$ cat src/rtl/uart_rx_ctrl_if.sv
// Bundles the uart_rx_ctrl system-side, receiver-side and status signals.
// master = the controller itself, slave = the receiver/system environment.
interface uart_rx_ctrl_if #(
    parameter int DEPTH = 8
);
    localparam int CW = $clog2(DEPTH) + 1;

    logic          enable;
    logic          cfg_wr;
    logic [11:0]   cfg_baud_divisor;
    logic          cfg_parity_sel;
    logic          cfg_stop_sel;
    logic [15:0]   cfg_timeout;
    logic          rx;
    logic [7:0]    rx_data;
    logic          rx_valid;
    logic          rx_parity_ok;
    logic          rx_en;
    logic [11:0]   baud_divisor;
    logic          parity_sel;
    logic          stop_sel;
    logic [7:0]    m_data;
    logic          m_perr;
    logic          m_valid;
    logic          m_ready;
    logic [CW-1:0] fifo_count;
    logic          cfg_pending;
    logic          overrun;
    logic [7:0]    perr_count;
    logic          timeout_irq;
    logic          err_clr;

    modport master (
        input  enable, cfg_wr, cfg_baud_divisor, cfg_parity_sel, cfg_stop_sel, cfg_timeout,
        input  rx, rx_data, rx_valid, rx_parity_ok, m_ready, err_clr,
        output rx_en, baud_divisor, parity_sel, stop_sel, m_data, m_perr, m_valid,
        output fifo_count, cfg_pending, overrun, perr_count, timeout_irq
    );

    modport slave (
        output enable, cfg_wr, cfg_baud_divisor, cfg_parity_sel, cfg_stop_sel, cfg_timeout,
        output rx, rx_data, rx_valid, rx_parity_ok, m_ready, err_clr,
        input  rx_en, baud_divisor, parity_sel, stop_sel, m_data, m_perr, m_valid,
        input  fifo_count, cfg_pending, overrun, perr_count, timeout_irq
    );
endinterface

$ cat src/rtl/uart_rx_ctrl.sv
// UART receiver controller: frame-boundary config apply, byte FIFO with parity flag, error/idle tracking.
// Head visible one cycle after push (no fall-through); bytes dropped with sticky overrun when full and not popped.
module uart_rx_ctrl #(
    parameter int          DEPTH        = 8,
    parameter logic [11:0] RESET_BAUD   = 12'd10,
    parameter int          GUARD_CYCLES = 65535
) (
    input  logic           clk,
    input  logic           reset,
    uart_rx_ctrl_if.master bus
);
    localparam int AW = $clog2(DEPTH);
    localparam int CW = AW + 1;
    localparam int GW = $clog2(GUARD_CYCLES + 1);

    typedef enum logic [1:0] {S_OFF, S_RUN, S_WAIT, S_APPLY} state_e;

    state_e        state_q;
    logic          rx_en_q;
    logic [11:0]   baud_q, sh_baud_q;
    logic          parity_q, sh_parity_q;
    logic          stop_q, sh_stop_q;
    logic          cfg_pending_q;
    logic          frame_active_q;
    logic [GW-1:0] guard_q;
    logic          rx_s1_q, rx_s2_q, rx_s3_q;

    logic [8:0]    mem_q [DEPTH];
    logic [AW-1:0] wr_ptr_q, rd_ptr_q;
    logic [CW-1:0] count_q;
    logic          overrun_q;
    logic [7:0]    perr_cnt_q;
    logic [15:0]   timer_q;
    logic          irq_q;

    logic rx_fall, pop, push_req, full, push_ok, drop, perr_evt, timer_run;

    assign rx_fall   = rx_s3_q & ~rx_s2_q;
    assign pop       = (count_q != '0) && bus.m_ready;
    assign push_req  = bus.rx_valid && (state_q != S_OFF);
    assign full      = (count_q == CW'(DEPTH));
    assign push_ok   = push_req && (!full || pop);
    assign drop      = push_req && full && !pop;
    assign perr_evt  = bus.rx_valid && !bus.rx_parity_ok;
    assign timer_run = (bus.cfg_timeout != 16'd0) && (count_q != '0);

    always_ff @(posedge clk or posedge reset) begin
        if (reset) begin
            rx_s1_q <= 1'b1;
            rx_s2_q <= 1'b1;
            rx_s3_q <= 1'b1;
        end else begin
            rx_s1_q <= bus.rx;
            rx_s2_q <= rx_s1_q;
            rx_s3_q <= rx_s2_q;
        end
    end

    always_ff @(posedge clk or posedge reset) begin
        if (reset) begin
            state_q        <= S_OFF;
            rx_en_q        <= 1'b0;
            baud_q         <= RESET_BAUD;
            parity_q       <= 1'b0;
            stop_q         <= 1'b0;
            sh_baud_q      <= RESET_BAUD;
            sh_parity_q    <= 1'b0;
            sh_stop_q      <= 1'b0;
            cfg_pending_q  <= 1'b0;
            frame_active_q <= 1'b0;
            guard_q        <= '0;
        end else begin
            if (bus.cfg_wr) begin
                sh_baud_q     <= bus.cfg_baud_divisor;
                sh_parity_q   <= bus.cfg_parity_sel;
                sh_stop_q     <= bus.cfg_stop_sel;
                cfg_pending_q <= 1'b1;
            end
            if (rx_fall && rx_en_q) begin
                frame_active_q <= 1'b1;
            end else if (bus.rx_valid) begin
                frame_active_q <= 1'b0;
            end
            // Transitions into APPLY/OFF below override the frame tracking above.
            case (state_q)
                S_OFF: begin
                    frame_active_q <= 1'b0;
                    if (cfg_pending_q) begin
                        state_q <= S_APPLY;
                    end else if (bus.enable) begin
                        state_q <= S_RUN;
                        rx_en_q <= 1'b1;
                    end
                end
                S_RUN: begin
                    if (!bus.enable || cfg_pending_q) begin
                        if (!frame_active_q) begin
                            state_q        <= S_APPLY;
                            rx_en_q        <= 1'b0;
                            frame_active_q <= 1'b0;
                        end else begin
                            state_q <= S_WAIT;
                            guard_q <= '0;
                        end
                    end
                end
                S_WAIT: begin
                    if (bus.rx_valid || guard_q == GW'(GUARD_CYCLES - 1)) begin
                        state_q        <= S_APPLY;
                        rx_en_q        <= 1'b0;
                        frame_active_q <= 1'b0;
                    end else begin
                        guard_q <= guard_q + 1'b1;
                    end
                end
                S_APPLY: begin
                    if (cfg_pending_q) begin
                        baud_q   <= sh_baud_q;
                        parity_q <= sh_parity_q;
                        stop_q   <= sh_stop_q;
                        if (!bus.cfg_wr) cfg_pending_q <= 1'b0;
                    end
                    frame_active_q <= 1'b0;
                    if (bus.enable) begin
                        state_q <= S_RUN;
                        rx_en_q <= 1'b1;
                    end else begin
                        state_q <= S_OFF;
                        rx_en_q <= 1'b0;
                    end
                end
                default: begin
                    state_q <= S_OFF;
                    rx_en_q <= 1'b0;
                end
            endcase
        end
    end

    always_ff @(posedge clk or posedge reset) begin
        if (reset) begin
            for (int i = 0; i < DEPTH; i++) mem_q[i] <= '0;
            wr_ptr_q   <= '0;
            rd_ptr_q   <= '0;
            count_q    <= '0;
            overrun_q  <= 1'b0;
            perr_cnt_q <= 8'd0;
            timer_q    <= 16'd0;
            irq_q      <= 1'b0;
        end else begin
            if (push_ok) begin
                mem_q[wr_ptr_q] <= {~bus.rx_parity_ok, bus.rx_data};
                wr_ptr_q        <= wr_ptr_q + 1'b1;
            end
            if (pop) rd_ptr_q <= rd_ptr_q + 1'b1;
            case ({push_ok, pop})
                2'b10:   count_q <= count_q + 1'b1;
                2'b01:   count_q <= count_q - 1'b1;
                default: count_q <= count_q;
            endcase

            if (drop)             overrun_q <= 1'b1;
            else if (bus.err_clr) overrun_q <= 1'b0;

            if (perr_evt) begin
                if (bus.err_clr)              perr_cnt_q <= 8'd1;
                else if (perr_cnt_q != 8'hFF) perr_cnt_q <= perr_cnt_q + 8'd1;
            end else if (bus.err_clr) begin
                perr_cnt_q <= 8'd0;
            end

            // Saturate rather than wrap so a long-idle queue cannot re-hit the threshold.
            if (push_ok || pop || !timer_run) timer_q <= 16'd0;
            else if (timer_q != 16'hFFFF)     timer_q <= timer_q + 16'd1;

            if (pop)                                           irq_q <= 1'b0;
            else if (timer_run && timer_q == bus.cfg_timeout)  irq_q <= 1'b1;
            else if (bus.err_clr)                              irq_q <= 1'b0;
        end
    end

    assign bus.rx_en        = rx_en_q;
    assign bus.baud_divisor = baud_q;
    assign bus.parity_sel   = parity_q;
    assign bus.stop_sel     = stop_q;
    assign bus.cfg_pending  = cfg_pending_q;
    assign bus.m_valid      = (count_q != '0);
    assign bus.m_data       = mem_q[rd_ptr_q][7:0];
    assign bus.m_perr       = mem_q[rd_ptr_q][8];
    assign bus.fifo_count   = count_q;
    assign bus.overrun      = overrun_q;
    assign bus.perr_count   = perr_cnt_q;
    assign bus.timeout_irq  = irq_q;
endmodule

$ cat src/flat_wrapper.sv
// flat-port wrapper written by rule: the top's interface ports become plain ports
module uart_rx_ctrl_flat 
#(
    parameter int          DEPTH        = 8,
    parameter logic [11:0] RESET_BAUD   = 12'd10,
    parameter int          GUARD_CYCLES = 65535
)
  (clk, reset, bus_enable, bus_cfg_wr, bus_cfg_baud_divisor, bus_cfg_parity_sel, bus_cfg_stop_sel, bus_cfg_timeout, bus_rx, bus_rx_data, bus_rx_valid, bus_rx_parity_ok, bus_m_ready, bus_err_clr, bus_rx_en, bus_baud_divisor, bus_parity_sel, bus_stop_sel, bus_m_data, bus_m_perr, bus_m_valid, bus_fifo_count, bus_cfg_pending, bus_overrun, bus_perr_count, bus_timeout_irq);
  uart_rx_ctrl_if #(.DEPTH(DEPTH)) bus_i ();
  input  logic clk;
  input  logic reset;
  input wire logic [$bits(bus_i.enable)-1:0] bus_enable;
  input wire logic [$bits(bus_i.cfg_wr)-1:0] bus_cfg_wr;
  input wire logic [$bits(bus_i.cfg_baud_divisor)-1:0] bus_cfg_baud_divisor;
  input wire logic [$bits(bus_i.cfg_parity_sel)-1:0] bus_cfg_parity_sel;
  input wire logic [$bits(bus_i.cfg_stop_sel)-1:0] bus_cfg_stop_sel;
  input wire logic [$bits(bus_i.cfg_timeout)-1:0] bus_cfg_timeout;
  input wire logic [$bits(bus_i.rx)-1:0] bus_rx;
  input wire logic [$bits(bus_i.rx_data)-1:0] bus_rx_data;
  input wire logic [$bits(bus_i.rx_valid)-1:0] bus_rx_valid;
  input wire logic [$bits(bus_i.rx_parity_ok)-1:0] bus_rx_parity_ok;
  input wire logic [$bits(bus_i.m_ready)-1:0] bus_m_ready;
  input wire logic [$bits(bus_i.err_clr)-1:0] bus_err_clr;
  output wire logic [$bits(bus_i.rx_en)-1:0] bus_rx_en;
  output wire logic [$bits(bus_i.baud_divisor)-1:0] bus_baud_divisor;
  output wire logic [$bits(bus_i.parity_sel)-1:0] bus_parity_sel;
  output wire logic [$bits(bus_i.stop_sel)-1:0] bus_stop_sel;
  output wire logic [$bits(bus_i.m_data)-1:0] bus_m_data;
  output wire logic [$bits(bus_i.m_perr)-1:0] bus_m_perr;
  output wire logic [$bits(bus_i.m_valid)-1:0] bus_m_valid;
  output wire logic [$bits(bus_i.fifo_count)-1:0] bus_fifo_count;
  output wire logic [$bits(bus_i.cfg_pending)-1:0] bus_cfg_pending;
  output wire logic [$bits(bus_i.overrun)-1:0] bus_overrun;
  output wire logic [$bits(bus_i.perr_count)-1:0] bus_perr_count;
  output wire logic [$bits(bus_i.timeout_irq)-1:0] bus_timeout_irq;
  assign bus_i.enable = bus_enable;
  assign bus_i.cfg_wr = bus_cfg_wr;
  assign bus_i.cfg_baud_divisor = bus_cfg_baud_divisor;
  assign bus_i.cfg_parity_sel = bus_cfg_parity_sel;
  assign bus_i.cfg_stop_sel = bus_cfg_stop_sel;
  assign bus_i.cfg_timeout = bus_cfg_timeout;
  assign bus_i.rx = bus_rx;
  assign bus_i.rx_data = bus_rx_data;
  assign bus_i.rx_valid = bus_rx_valid;
  assign bus_i.rx_parity_ok = bus_rx_parity_ok;
  assign bus_i.m_ready = bus_m_ready;
  assign bus_i.err_clr = bus_err_clr;
  assign bus_rx_en = bus_i.rx_en;
  assign bus_baud_divisor = bus_i.baud_divisor;
  assign bus_parity_sel = bus_i.parity_sel;
  assign bus_stop_sel = bus_i.stop_sel;
  assign bus_m_data = bus_i.m_data;
  assign bus_m_perr = bus_i.m_perr;
  assign bus_m_valid = bus_i.m_valid;
  assign bus_fifo_count = bus_i.fifo_count;
  assign bus_cfg_pending = bus_i.cfg_pending;
  assign bus_overrun = bus_i.overrun;
  assign bus_perr_count = bus_i.perr_count;
  assign bus_timeout_irq = bus_i.timeout_irq;
  uart_rx_ctrl #(.DEPTH(DEPTH), .RESET_BAUD(RESET_BAUD), .GUARD_CYCLES(GUARD_CYCLES)) u_core (.clk(clk), .reset(reset), .bus(bus_i));
endmodule
$ cat config.mk
export PLATFORM = sky130hd
export DESIGN_NAME = uart_rx_ctrl_flat
export DESIGN_NICKNAME = d
export VERILOG_FILES = /design/src/rtl/uart_rx_ctrl_if.sv /design/src/rtl/uart_rx_ctrl.sv /design/src/flat_wrapper.sv
export SDC_FILE = /design/constraint.sdc
export NUM_CORES = 1
export LEC_CHECK = 0
export BUFFER_PORTS_ARGS = -buffer_cell sky130_fd_sc_hd__buf_2
export CAP_MARGIN = 0
export CORE_MARGIN = 5
export CORE_UTILIZATION = 35
export DETAILED_ROUTE_END_ITERATION = 10
export SLEW_MARGIN = 10
export SYNTH_ARGS = -nofsm -noshare
export SYNTH_HDL_FRONTEND = slang
export SYNTH_SLANG_ARGS = --single-unit
$ cat constraint.sdc
create_clock -name clk -period 5.05 [get_ports clk]
set_input_delay 0.7575 -clock clk [delete_from_list [all_inputs] [get_ports clk]]
set_output_delay 0.7575 -clock clk [all_outputs]
set_load 0.03 [all_outputs]
# Word-level counts from Yosys, hierarchy flattened
# Cells that the tools add are included.
# W data, S select, Z words.
[word_totals] register_bits=160 input_bits=47
[op_classes] add_sub_neg=7 n_lt_le_gt_ge=3 n_eq_ne=18 n_mux=45 bitwise_logic=5 n_reduce_logical=37
[op_table] operator="$mux W16" count=5
[op_table] operator="$bwmux W72" count=1
[op_table] operator="$add A16 B1 Y16 const B" count=2
[op_table] operator="$mux W8" count=4
[op_table] operator="$pmux W16 S2" count=1
[op_table] operator="$bmux W9 S3" count=1
[op_table] operator="$demux W9 S3" count=1
[op_table] operator="$mux W9" count=3
[op_table] operator="$mux W1" count=21
[op_table] operator="$eq A16 B16 Y1" count=1
[op_table] operator="$eq A16 B16 Y1 const B" count=1
[op_table] operator="$ne A16 B16 Y1 const B" count=1
[op_table] operator="$reduce_bool A16 Y1" count=1
[op_table] operator="$reduce_bool A2 Y1" count=7
[op_table] operator="$logic_and A1 B1 Y1" count=10
[op_table] operator="$add A8 B1 Y8 const B" count=1
[op_table] operator="$ge A4 B4 Y1 const B" count=2
[op_table] operator="$mux W2" count=4
[op_table] operator="$ne A2 B2 Y1 const B" count=4
[op_table] operator="$ne A8 B8 Y1 const B" count=1
[op_table] operator="$not A3 Y4" count=2
[op_table] operator="$pmux W2 S4" count=1
[op_table] operator="$pmux W4 S2" count=1
[op_table] operator="$add A3 B1 Y3 const B" count=2
[op_table] operator="22 further kinds" count=37

# Longest topological paths before layout
# Gate-level depths: netlist (run 1).
[logic_depth] word_depth=7 mapped_depth=13

# Least setup slack after synthesis (run 1)
# No wires, ideal clock.
[synth_timing] path_type="reg-to-reg" startpoint="reg u_core.count_q[1], in the netlist u_core.bus.fifo_count[1]" endpoint="reg u_core.count_q[2], in the netlist u_core.bus.fifo_count[2]" setup_ns=0.137 arrival_ns=2.511 required_time_ns=4.913 slack_ns=2.403 path_stages_with_launch=13 path_buffers=1 synth_period_minus_slack_ns=2.647 cell_sequence="dfrtp_1 > buf_2 > nor4_1 > inv_1 > nand2_1 > inv_1 > ha_1 > xor2_1 > ha_1 > a21oi_1 > xnor2_1 > nand2_1 > xnor2_1"
[synth_between] elab_chain_cells=6
[synth_rtl] item="start, declared" line="uart_rx_ctrl.sv:30" text="logic [CW-1:0] count_q;"
[synth_rtl] item="start signal, assigned" line="uart_rx_ctrl.sv:157" text="2'b10: count_q <= count_q + 1'b1;"
[synth_rtl] item="start signal, assigned" line="uart_rx_ctrl.sv:158" text="2'b01: count_q <= count_q - 1'b1;"
[synth_rtl] item="start signal, assigned" line="uart_rx_ctrl.sv:159" text="default: count_q <= count_q;"
[synth_rtl] item="$reduce_bool A4 Y1 (*)"
[synth_rtl] item="via bus_m_valid" line="flat_wrapper.sv:30" text="output wire logic [$bits(bus_i.m_valid)-1:0] bus_m_valid;"
[synth_rtl] item="$logic_and A1 B1 Y1 (*)" line="uart_rx_ctrl.sv:39" text="assign pop = (count_q != '0) && bus.m_ready;"
[synth_rtl] item="via u_core.pop" line="uart_rx_ctrl.sv:36" text="logic rx_fall, pop, push_req, full, push_ok, drop, perr_evt, timer_run;"
[synth_rtl] item="$logic_or A1 B1 Y1" line="uart_rx_ctrl.sv:42" text="assign push_ok = push_req && (!full || pop);"
[synth_rtl] item="$logic_and A1 B1 Y1" line="uart_rx_ctrl.sv:42"
[synth_rtl] item="$eq A2 B1 Y1 / $eq A2 B2 Y1 (equally long branches)" line="uart_rx_ctrl.sv:156" text="case ({push_ok, pop})"
[synth_rtl] item="$pmux W4 S2 / $reduce_bool A2 Y1 (equally long branches)"
# The timed path passes the listed nets; every way through them passes the cells marked *.
# A chain may end at the register's enable or synchronous reset.

# Worst setup path in the final report (run 1)
[layout_timing] startpoint="reg u_core.state_q[0]" endpoint="reg u_core.count_q[2], in the netlist u_core.bus.fifo_count[2]"
[layout_between] elab_chain_cells=5
[layout_rtl] item="start, declared" line="uart_rx_ctrl.sv:18" text="state_e state_q;"
[layout_rtl] item="start signal, assigned" line="uart_rx_ctrl.sv:61" text="state_q <= S_OFF;"
[layout_rtl] item="start signal, assigned" line="uart_rx_ctrl.sv:89" text="state_q <= S_APPLY;"
[layout_rtl] item="start signal, assigned" line="uart_rx_ctrl.sv:91" text="state_q <= S_RUN;"
[layout_rtl] item="$reduce_bool A2 Y1 (*)" line="uart_rx_ctrl.sv:40" text="assign push_req = bus.rx_valid && (state_q != S_OFF);"
[layout_rtl] item="$logic_and A1 B1 Y1 (*)" line="uart_rx_ctrl.sv:40"
[layout_rtl] item="$logic_and A1 B1 Y1 (*)" line="uart_rx_ctrl.sv:42"
[layout_rtl] item="$eq A2 B1 Y1 / $eq A2 B2 Y1 (equally long branches)" line="uart_rx_ctrl.sv:156"
[layout_rtl] item="$pmux W4 S2 / $reduce_bool A2 Y1 (equally long branches)"
# Mark *: on every way between the ends. The rest lies on a longest branch, timed or not.

==> results of run 1 <==
registers in the layout, indices dropped and copies added (netlist names), 4 cells and up:
signal	cells
u_core.bus.baud_divisor	12
u_core.mem_q	72
u_core.sh_baud_q	12
u_core.bus.perr_count	8
u_core.timer_q	16
u_core.guard_q	16
u_core.bus.fifo_count	4
logic make-up (layout without fill, tap and decap cells):
group	Yosys count	count (layout)	synth area share, %
and+or+nand+nor	178	178	12.9
DFF	160	160	51.6
muxes	128	128	21.0
AOI/OAI and AO/OA	61	61	5.03
xor gates and xnor gates	44	44	4.95
buffers and inverters	44	138	2.30
adders and majority gates	14	14	2.25
placed cells by master, fill, tap and decap left out, types with 3 or more instances in the layout:
master,Yosys,final
sky130_fd_sc_hd__o21ai_0,13,13
sky130_fd_sc_hd__nor2_1,34,34
sky130_fd_sc_hd__a21oi_1,23,23
sky130_fd_sc_hd__clkbuf_16,0,17
sky130_fd_sc_hd__xnor2_1,30,30
sky130_fd_sc_hd__dfstp_2,7,7
sky130_fd_sc_hd__nand4_1,16,16
sky130_fd_sc_hd__dfrtp_1,153,153
sky130_fd_sc_hd__mux4_2,18,18
sky130_fd_sc_hd__or3_1,5,5
sky130_fd_sc_hd__a21o_1,3,3
sky130_fd_sc_hd__mux2_2,104,104
sky130_fd_sc_hd__buf_2,8,86
sky130_fd_sc_hd__nand2_1,38,38
sky130_fd_sc_hd__inv_1,14,13
sky130_fd_sc_hd__nand2b_1,8,8
sky130_fd_sc_hd__a211oi_1,3,3
sky130_fd_sc_hd__buf_4,1,4
sky130_fd_sc_hd__o41ai_1,4,4
sky130_fd_sc_hd__ha_1,14,14
sky130_fd_sc_hd__clkinvlp_4,0,8
sky130_fd_sc_hd__and3_1,4,4
sky130_fd_sc_hd__nor4_1,11,11
sky130_fd_sc_hd__nand3_1,15,15
sky130_fd_sc_hd__nand3b_1,5,5
sky130_fd_sc_hd__nor3_1,14,14
sky130_fd_sc_hd__clkbuf_8,0,3
sky130_fd_sc_hd__xor2_1,14,14
sky130_fd_sc_hd__mux2i_1,5,5
sky130_fd_sc_hd__inv_6,0,3
sky130_fd_sc_hd__nor2b_1,3,3
sky130_fd_sc_hd__and4_1,4,4
sky130_fd_sc_hd__and2_1,3,3
sky130_fd_sc_hd__o211ai_1,3,3
cells in the mapped netlist, types with 13 or more instances:
cell type,number
sky130_fd_sc_hd__xor2_1,14
sky130_fd_sc_hd__nand4_1,16
sky130_fd_sc_hd__mux2_2,104
sky130_fd_sc_hd__a21oi_1,23
sky130_fd_sc_hd__nand2_1,38
sky130_fd_sc_hd__inv_1,14
sky130_fd_sc_hd__mux4_2,18
sky130_fd_sc_hd__clkbuf_1,17
sky130_fd_sc_hd__dfrtp_1,153
sky130_fd_sc_hd__nor2_1,34
sky130_fd_sc_hd__nand3_1,15
sky130_fd_sc_hd__o21ai_0,13
sky130_fd_sc_hd__ha_1,14
sky130_fd_sc_hd__nor3_1,14
sky130_fd_sc_hd__xnor2_1,30
final cells by class:
| class | instances | area (um^2) | area share, % |
|---|---|---|---|
| clock buffer | 20 | 467 | 5.15 |
| clock inverter | 12 | 101 | 1.12 |
| inverter | 15 | 60.1 | 0.662 |
| multi-input combinational | 425 | 3600 | 39.7 |
| sequential | 160 | 4010 | 44.2 |
| tap | 280 | 350 | 3.86 |
| timing repair buffer | 91 | 480 | 5.30 |
metal layers:
layer | vias to the layer above | part of all wire (%) | track usage [%]
li1 | 2442 | - | -
met1 | 2588 | 47 | 17.8
met2 | 73 | 49 | 21.8
met3 | 11 | 3.2 | 3.37
met4 | 0 | 1.1 | 2.95
met5 | - | 0 | 0
how the worst max path moves through the flow:
| stage | to | slack (ps) | cells after the start |
|---|---|---|---|
| after floorplan | u_core.bus.baud_divisor[0]$_DFFE_PP0P_ | 2270 | 1 |
| after global placement | u_core.bus.fifo_count[2]$_DFFE_PP0P_ | 1860 | 11 |
| after detailed placement | u_core.bus.fifo_count[2]$_DFFE_PP0P_ | 1840 | 11 |
| after CTS | bus_m_data[4] | 1940 | 4 |
| after global routing | u_core.bus.fifo_count[2]$_DFFE_PP0P_ | 1700 | 12 |
| final | u_core.bus.fifo_count[2]$_DFFE_PP0P_ | 1980 | 12 |
where the power goes:
group	leakage [nW]	total [mW]	switching [mW]	internal (mW)
logic	1.64	2.06	1.08	0.979
clock network	0.258	1.22	0.545	0.679
registers	1.98	2.02	0.298	1.72
worst reg2reg max path, stage by stage (launching register included):
cell	delay (ps)
sky130_fd_sc_hd__dfrtp_1	390
sky130_fd_sc_hd__inv_1	80
sky130_fd_sc_hd__ha_1	290
sky130_fd_sc_hd__nand2b_1	210
sky130_fd_sc_hd__a21oi_1	680
sky130_fd_sc_hd__inv_2	170
sky130_fd_sc_hd__ha_1	310
sky130_fd_sc_hd__xor2_1	160
sky130_fd_sc_hd__ha_1	180
sky130_fd_sc_hd__a21oi_1	140
sky130_fd_sc_hd__xnor2_1	130
sky130_fd_sc_hd__nand2_1	80
sky130_fd_sc_hd__xnor2_1	120
==> flow_results.org, run 1 <==
** Status
- The run finished with clean final reports.

** Cells and area
- From synthesis to final layout, the design area changed by 16.5%.
- After filler insertion, the fill cell instance count of the layout stands at 2111.
- After the flow finishes, the layout carries non-filler instances totaling 1003.
- Util after Layout :: 41.4%
- Fraction of layout cells with a size suffix above 1 :: 37.2%
- Ant diodes :: 0
- Finished Cell Area :: 9070 um^2
- Post-layout nets :: 771

** Critical path
- Counting cells, the worst reg-to-reg path comes to 12.
- Ordered list of cells on the worst path :: inv_1 > ha_1 > nand2b_1 > a21oi_1 > inv_2 > ha_1 > xor2_1 > ha_1 > a21oi_1 > xnor2_1 > nand2_1 > xnor2_1
- Beginning of the critical path :: u_core.state_q[0]$_DFFE_PP0P_
- The critical path is of the register to register type.
- Data required time of the critical path :: 5350 ps
- Gate family responsible for the most delay along the worst path :: compound AO/OA/AOI/OAI gates
- Reg-to-reg setup timing slack :: 1980 ps
- The worst register-to-register path begins at u_core.state_q[0]$_DFFE_PP0P_.
- Startpoint kind of the worst setup timing path :: register
- Of all nets on the critical path, the largest fanout is 11.
- Biggest cell delay along the critical path :: 680 ps
- STA classifies the critical path endpoint as a register.
- In this run the critical register-to-register path is captured at u_core.bus.fifo_count[2]$_DFFE_PP0P_.
- Cell occurring most often along the worst timing path :: sky130_fd_sc_hd__ha_1
- Among all stages on the critical path, the largest delay is contributed by sky130_fd_sc_hd__a21oi_1.
- The critical path contains buffers and inverters numbering 2 combined.
- STA puts the critical path data arrival time at 3360 ps.

** Place
- Count of port buffers added during placement :: 86
- Gpl congestion :: 0.783
- In this run, placement finished with an instance count of 971.
- At the placement stage, the worst setup path has a slack of 1840 ps.
- Summed over all nets, the half-perimeter wirelength after detailed placement is 10900 um.
- After detailed placement, the total cell area comes to 8500 um^2.

** Global routing
- Combined global-route utilization of all metal layers :: 13.3%
- Global-route wire length before repair :: 27800 um
- The number of global-route vias before repair is 5250.
- Total overflow reported by the global router :: 0
- The initial antenna violation count is 0.
- Entering global routing, the biggest net connects 161 pins.

** Synthesis
- Yosys printed 0 warnings.
- Commonest register cell after synthesis :: sky130_fd_sc_hd__dfrtp_1
- Mapped Cells :: 629
- Portion of the post-synthesis area used by sequential elements :: 51.6%
- Post-Syn Area per Cell :: 12.4 um^2
- Yosys top cell area share :: 49.2%
- In this run, synthesis produced a sequential element count of 160.
- Async SR Flop Fraction :: 100%
- Summed over all instances, the cell type with the most area after synthesis is sky130_fd_sc_hd__dfrtp_1.
- The number of nets in the synthesized netlist is 690.
- Ranked by total cell area, the synthesized netlist is headed by sky130_fd_sc_hd__dfrtp_1 49%, sky130_fd_sc_hd__mux2_2 15%, sky130_fd_sc_hd__mux4_2 5.2%.
- Counting flops with a built-in enable in the synthesized netlist gives 0.
- Unique cell type count in the Yosys netlist :: 57
- The mapped netlist covers 7780 um^2.

** Timing
- Tcrit/Tclk final :: 60.8%
- Setup repair after global routing left no endpoint under its margin.
- The max-slew violation count came to 0.
- Slew at the pin closest to its max-slew limit :: 878 ps
- On the final layout, the worst hold slack is 362 ps.
- The routed design could run at a clock period as short as 3070 ps.
- Setup slack on the critical path of the routed design comes to 1980 ps.
- The clock arrives with 9.14 ps of skew.
- Final-report setup violation count :: 0
- Highest Clock Rate :: 326 MHz
- Hold violation total from the final report :: 0
- Total Negative Setup Slacks :: 0 ps
- Measured against its own limit, the worst slew margin works out to 41.5%.

** Floorplanning
- Core box area :: 21900 um^2
- Measured along the y axis, the die boundary spans 159 um.
- Row generation in the floorplan step produced 54 rows.
- Pin placement for this block handled 87 I/O pins.
- Die area :: 25300 um^2
- In this run the horizontal extent of the chip is 159 um.
- The initial utilization of the core area, before any placement, comes to 35.6%.

** Clock tree
- # clock sinks :: 160
- After clock tree synthesis, the repair step resized 0 gates.
- The number of clock buffers added by TritonCTS is 17.
- The clock reaches the later pin of the worst-skew pair after 420 ps.
- Max H-tree Level :: 4
- In this run the post-CTS setup repair buffer count came out at 0.
- Total of hold buffers inserted after clock tree synthesis :: 0
- Clock transition at the registers of the reported paths :: 60 ps
- Max Root-Sink Buffers :: 2
- In this run the clock root is driven by a sky130_fd_sc_hd__clkbuf_16.
- TritonCTS built the clock tree.

** Route
- Wires add up to 16400 um.
- In the routed design, unresolved DRC markers number 0.
- Average wire per cell in the routed design :: 16.4 um
- Total iterations of the first detailed-routing run :: 4
- In this run the remaining antenna-violating nets after routing total 0.
- For this block, the initial DRC count from the detailed router was 294.
- Total via count after detailed routing :: 5114
- After detailed routing, the number of vias per cell comes to 5.10.

** Hold path
- Cell depth of the worst hold path :: 0
- The startpoint identified for the worst hold timing path is u_core.rx_s2_q$_DFF_PP1_.
- Min-Delay Path Class :: register to register
- The path with the worst hold slack has its endpoint at u_core.rx_s3_q$_DFF_PP1_.

** Power and ir drop
- P per Cell Area :: 585 nW/um^2
- The analysis attributes to cell leakage a power of 3.88 nW.
- Max rail drop VDD :: 0.236 mV
- Total power for the finished layout comes to 5.31 mW.

** Job
- Total of max-cap violations :: 0
Note: power is estimated with default switching activity, not from simulation.
==> run 2: changes to the inputs <==
- clock period: 5.05 -> 2.8 ns (I/O delays scaled with it)
==> flow_results.org, run 2 (synthesis gave the netlist of run 1 again) <==
** Status
- The flow ran to the end, and the final reports show no timing, DRC or antenna violations.

** Floorplanning
- The die is 159 um wide.
- The total area inside the core boundary comes to 21900 um^2.
- Initial core utilization :: 35.6%
- Die area :: 25300 um^2
- Rows :: 54
- Die height :: 159 um
- Number of ports placed on the die boundary :: 87

** Hold path
- Min-Delay Path Class :: input pin to register

** Route
- Total wirelength of the detailed-routed design :: 16600 um
- Dividing the detail-routed wire length by the instance count gives 16.4 um.
- For this block, the initial DRC count from the detailed router was 227.
- Before antenna repair, the detailed router went through 5 iterations.
- Mean number of vias per cell :: 5.09
- The count of nets left with antenna violations once routing finished came out at 0.
- Summing over every cut layer, the via total after detailed routing is 5147.
- DRC viols :: 0

** Timing
- The clock arrives with 10.2 ps of skew.
- The max-slew violation count is 0.
- The tightest hold path in the finished design has a slack of 98.3 ps.
- The final hold violation count came to 0.
- Highest Clock Rate :: 392 MHz
- Total Negative Setup Slacks :: 0 ps
- Headroom to the max-slew limit came out at 49.2%.
- Tcrit/Tclk final :: 91.0%
- Slew at the pin closest to its max-slew limit :: 763 ps
- Setup violations remaining at the end of the flow were counted as 0.
- Setup repair after global routing missed its margin :: false
- The routed design could run at a clock period as short as 2550 ps.

** Cells and area
- Leaving out fill and tap cells, the most frequent cells in the layout are 153 x sky130_fd_sc_hd__dfrtp_1, 104 x sky130_fd_sc_hd__mux2_2, 86 x sky130_fd_sc_hd__buf_2.
- Ant diodes :: 0
- Post-layout nets :: 779
- Cells with a size suffix above 1 make up 37.8% of the layout.
- Non-filler instance count after layout :: 1011
- Max FFs per register :: 72
- Leaving out fill and tap cells, the most frequent cell in the layout is sky130_fd_sc_hd__dfrtp_1.
- u_core.mem_q holds more flip-flops than any other register.
- Regs by FF count :: u_core.mem_q: 72 flops, u_core.guard_q: 16 flops, u_core.timer_q: 16 flops
- Once layout is complete, the utilization of the core stands at 42.0%.
- Area growth, synth to finish :: 18.0%

** Global routing
- Initial antenna violation count :: 0
- Total overflow reported by the global router :: 0
- Global-route wire length before repair :: 28200 um
- The number of global-route vias before repair came to 5301.
- Entering global routing, the biggest net connects 132 pins.
- In the global route stage, overall resource usage came out at 13.5%.

** Power and ir drop
- Max rail drop VDD :: 0.419 mV
- Power spread over the standard cell area amounts to 1080 nW/um^2.
- The internal power of the cells totals 6.38 mW.
- Net switching power of the design :: 3.50 mW
- Registers are responsible for 36.6% of the overall power.
- Leakage power of the design :: 3.97 nW
- The design draws 9.88 mW.
- Switching Share :: 35.4%
- Proportion of power drawn by the clock network :: 24.9%
- Combinational cells account for 38.5% of the total power.

** Clock tree
- The clock drives 160 sinks.
- The number of hold buffers added after CTS was 0.
- Latest clock arrival within the worst-skew pair :: 420 ps
- CTS built an H-tree with a depth of 4.
- The number of clock buffers added by TritonCTS is 17.
- TritonCTS clock tree :: done
- After clock tree synthesis, the clock-pin slew on the worst setup and hold paths is 60 ps.
- In this run the post-CTS setup repair buffer count came out at 0.
- The number of gates resized after CTS was 0.
- CTS root buf :: sky130_fd_sc_hd__clkbuf_16
- In this run the deepest clock path goes through 2 buffers.

** Place
- The congestion estimate from routability-driven global placement came to 0.797.
- During placement, the flow inserted port buffers numbering 86.
- Once detailed placement completed, the half-perimeter wirelength came to 11300 um.
- Once placement completed, the tool counted placed cells totaling 979.

** Critical path
- The critical path goes through buf_4 > mux4_2 > mux2_2 > buf_2.
- Data required time of the critical path :: 2380 ps
- In this run the worst path has a maximum fanout of 20.
- Startpoint kind of the worst setup timing path :: register
- In this design, the stage delay of the slowest critical-path cell is 570 ps.
- Kind of capture point of the worst setup path :: output pin
- STA puts the critical path data arrival time at 2130 ps.
- For this design, the slowest cell found on the critical path is sky130_fd_sc_hd__mux4_2.
- Kind of critical path :: register to output pin

** Job
- Across the run, the number of max-cap violations was 0.
-- run 2: cell types whose count changed in the layout (fill, tap and decap cells not counted), sizes merged --
cell and delta:
buf +8, clkinvlp -6, bufinv +3, clkinv +3
-- run 2: through the flow --
step | cell area, um^2 | setup slack [ps]
after CTS | 9190 | 202
final | 9190 | 251
after global routing | 9190 | 40.5
after floorplan | 7790 | 153
after global placement | 8560 | 349
after detailed placement | 8560 | 334
-- run 2: path summary, 6_finish.rpt --
check	start	slack, ps	cells past startpoint	end
worst max-delay path	u_core.rd_ptr_q[1]$_DFFE_PP0P_	250	4	bus_m_data[6]
worst min-delay path	bus_rx	100	1	u_core.rx_s1_q$_DFF_PP1_
worst max register to register	u_core.bus.fifo_count[0]$_DFFE_PP0P_	310	11	u_core.bus.fifo_count[2]$_DFFE_PP0P_
worst min register to register	u_core.rx_s1_q$_DFF_PP1_	360	0	u_core.rx_s2_q$_DFF_PP1_
max in group asynchronous	reset	2030	3	u_core.guard_q[7]$_DFFE_PP0P_
min in group asynchronous	reset	140	3	u_core.bus.perr_count[0]$_DFFE_PP0P_
-- run 2: layer usage --
metal | wire length [um] | vias to the layer above | GRT usage [%] | part of all wire (%)
li1 | - | 2466 | - | -
met1 | 7550 | 2581 | 17.8 | 46
met2 | 8210 | 85 | 22.1 | 50
met3 | 670 | 15 | 3.73 | 4.0
met4 | 154 | 0 | 3.49 | 0.93
met5 | 0 | - | 0 | 0
-- run 2: power by group through the flow --
stage               sequential (mW)  clock [mW]  combinational, mW
finish                         3.62        2.46               3.80
global route                   3.73        2.63               4.18
CTS                            3.63        2.53               3.89
detailed placement             3.67           0               3.88
global placement               3.63           0               3.82
floorplan                      3.75           0               2.75
-- run 2: critical path, delay by kind of cell (launching register included) --
kind,cells,cell delay (ps)
multiplexers,2,860
buffers and inverters,2,510
flip-flops,1,330
-- run 2: area by class of cell --
type	instances	area (um^2)
fill	2081	12700
sequential	160	4010
multi-input combinational	425	3600
timing repair buffer	99	541
clock buffer	20	457
tap	280	350
clock inverter	12	169
inverter	15	60.1
==> run 3: changes to the inputs <==
- CELL_PAD_IN_SITES_DETAIL_PLACEMENT: unset -> 1
- CELL_PAD_IN_SITES_GLOBAL_PLACEMENT: unset -> 1
- PLACE_DENSITY_LB_ADDON: unset -> 0.1
==> flow_results.org, run 3 (synthesis gave the netlist of run 1 again) <==
** Power and ir drop
- Max rail drop VDD :: 0.489 mV
- In this run the static leakage power is 3.95 nW.
- P per Cell Area :: 1080 nW/um^2

** Cells and area
- Total of fill cells in the finished design :: 2336
- Commonest cells after routing, fill and taps aside :: 153 x sky130_fd_sc_hd__dfrtp_1, 104 x sky130_fd_sc_hd__mux2_2, 86 x sky130_fd_sc_hd__buf_2
- The largest registers in the layout are u_core.mem_q: 72 flops, u_core.guard_q: 16 flops, u_core.timer_q: 16 flops.
- The register with the most flip-flops in the layout has 72 of them.
- At the end of the flow, the number of nets in the layout was 778.
- Leaving out fill and tap cells, the most frequent cell in the layout is sky130_fd_sc_hd__dfrtp_1.
- Most flops, register :: u_core.mem_q
- Of the cells placed in the final design, the portion with a size suffix greater than 1 is 37.7%.
- Non-filler instance count after layout :: 1010
- Ant diodes :: 0
- Area growth, synth to finish :: 17.7%
- Finished Cell Area :: 9160 um^2

** Place
- Total placed instance area :: 8570 um^2
- Gpl congestion :: 0.772
- HPWL Detailed :: 12900 um
- Including well taps, the total number of placed cells is 978.
- During placement, the flow inserted port buffers numbering 86.

** Global routing
- Entering global routing, the biggest net connects 161 pins.
- After global routing, the most crowded layer is met2.
- Global-route wire length before repair :: 31800 um
- The number of global-route vias before repair is 5973.
- Initial antenna violation count :: 1
- Met3 layer usage reported by global route :: 4.79%
- Total overflow reported by the global router :: 0
- Global routing consumed, on the met1 layer, 19.7% of the routing resources.
- Global routing used 25.7% of the available met2 tracks.
- In the global route stage, overall resource usage came out at 15.4%.

** Floorplanning
- From bottom edge to top edge, the die measures 159 um.
- Chip width :: 159 um
- For this configuration, the core starts out at a cell density of 35.6%.
- Number of ports placed on the die boundary :: 87
- Die area :: 25300 um^2
- The initialized floorplan defines 54 standard-cell rows.
- Core box area :: 21900 um^2

** Critical path
- For the worst setup path, the data arrival time is 2800 ps.
- Critical-path maximum fanout :: 6
- By startpoint and endpoint, the worst setup path is classified as register to register.
- Kind of capture point of the worst setup path :: register
- The worst setup path is launched from a register.
- Data required time of the critical path :: 3110 ps

** Timing
- Setup repair after global routing missed its margin :: false
- Time the worst path needs with I/O delays and setup :: 2500 ps
- Relative slew margins :: 42.1%
- Slew at the pin closest to its max-slew limit :: 868 ps
- Hold violation total from the final report :: 0
- Final-report setup violation count :: 0
- For the final database, setup skew stands at 19.2 ps.
- Count of pins over their slew limit :: 0
- Derived from the worst setup path, the maximum achievable clock frequency is 401 MHz.
- Dividing the final minimum period by the clock period gives 89.1%.
- Total Negative Setup Slacks :: 0 ps

** Route
- Number of nets with antenna violations after detailed routing :: 0
- DRC viols :: 0
- Total iterations of the first detailed-routing run :: 4
- Total wirelength of the detailed-routed design :: 18900 um
- The routed layout has 5292 vias.
- Average wire per cell in the routed design :: 18.7 um
- Mean number of vias per cell :: 5.24
- In this run, the number of DRC markers left after iteration 0 of detailed routing was 207.

** Clock tree
- Cells resized by post-CTS repair :: 0
- Setup bufs post-CTS :: 0
- TritonCTS clock tree :: done
- Clock transition at the registers of the reported paths :: 60 ps
- The H-tree was split into 4 levels.
- Latest clock arrival within the worst-skew pair :: 430 ps
- Hold repair after CTS inserted 0 buffers.
- In this run the clock root is driven by a sky130_fd_sc_hd__clkbuf_16.
- In this run, CTS created clock tree buffers numbering 17.
- # clock sinks :: 160
- Max Root-Sink Buffers :: 2

** Hold path
- In this run the worst hold path is classified as input pin to register.

** Job
- Total of max-cap violations :: 0

** Status
- Run status :: finished, final reports clean
## run 3: cell count changes in the layout (fill, tap and decap cells not counted), sizes merged
cell / delta
buf: -1
bufinv: -1
clkbuf: +1
clkinv: +3
inv: -3
## run 3: worst paths after layout
| kind | startpoint | endpoint | slack (ps) | cells after the start |
|---|---|---|---|---|
| min in group asynchronous | reset | u_core.mem_q[60]$_DFFE_PP0P_ | 240 | 3 |
| worst min-delay path | bus_rx | u_core.rx_s1_q$_DFF_PP1_ | 90 | 1 |
| worst min register to register | u_core.rx_s1_q$_DFF_PP1_ | u_core.rx_s2_q$_DFF_PP1_ | 360 | 0 |
| worst max-delay path | u_core.state_q[0]$_DFFE_PP0P_ | u_core.bus.fifo_count[2]$_DFFE_PP0P_ | 300 | 12 |
| max in group asynchronous | reset | u_core.timer_q[7]$_DFFE_PP0P_ | 1910 | 3 |
| worst max register to register | u_core.state_q[0]$_DFFE_PP0P_ | u_core.bus.fifo_count[2]$_DFFE_PP0P_ | 300 | 12 |
## run 3: layer usage
metal,vias up,wire [um]
met2,92,9300
li1,2452,-
met3,15,956
met4,2,168
met5,-,13
met1,2731,8440
## run 3: metrics by stage
stage                     setup slack, ps  hold slack, ps  util (%)  total power [mW]
after floorplan                       153             345         -              6.50
after global placement                370             346      39.1              7.50
after detailed placement              286             350      39.1              7.65
after CTS                             254            61.8      41.8              10.1
after global routing                 43.0            63.2      41.9              10.5
final                                 305            91.2      41.9              9.90
## run 3: layout make-up
cell class	instances	area (um^2)	share of cell area, %
Multi-Input combinational cell	425	3600	39.3
Clock inverter	11	130	1.42
Tap cell	280	350	3.82
Sequential cell	160	4010	43.8
Clock buffer	21	460	5.03
Timing Repair Buffer	98	546	5.95
Inverter	15	60.1	0.655
## run 3: power breakdown
group | switching (mW) | internal [mW] | leakage (nW)
Sequential | 0.558 | 3.11 | 1.98
Clock | 0.975 | 1.37 | 0.288
Combinational | 2.06 | 1.83 | 1.68
Total | 3.59 | 6.31 | 3.95
## run 3: worst max-delay path, cell delays in order (launching register included)
cell and delay (ps):
sky130_fd_sc_hd__dfrtp_1 390, sky130_fd_sc_hd__inv_1 90, sky130_fd_sc_hd__ha_1 270, sky130_fd_sc_hd__nand2b_1 190
sky130_fd_sc_hd__a21oi_1 200, sky130_fd_sc_hd__inv_2 110, sky130_fd_sc_hd__ha_1 290, sky130_fd_sc_hd__xor2_1 170
sky130_fd_sc_hd__ha_1 180, sky130_fd_sc_hd__a21oi_1 140, sky130_fd_sc_hd__xnor2_1 140, sky130_fd_sc_hd__nand2_1 90
sky130_fd_sc_hd__xnor2_1 130
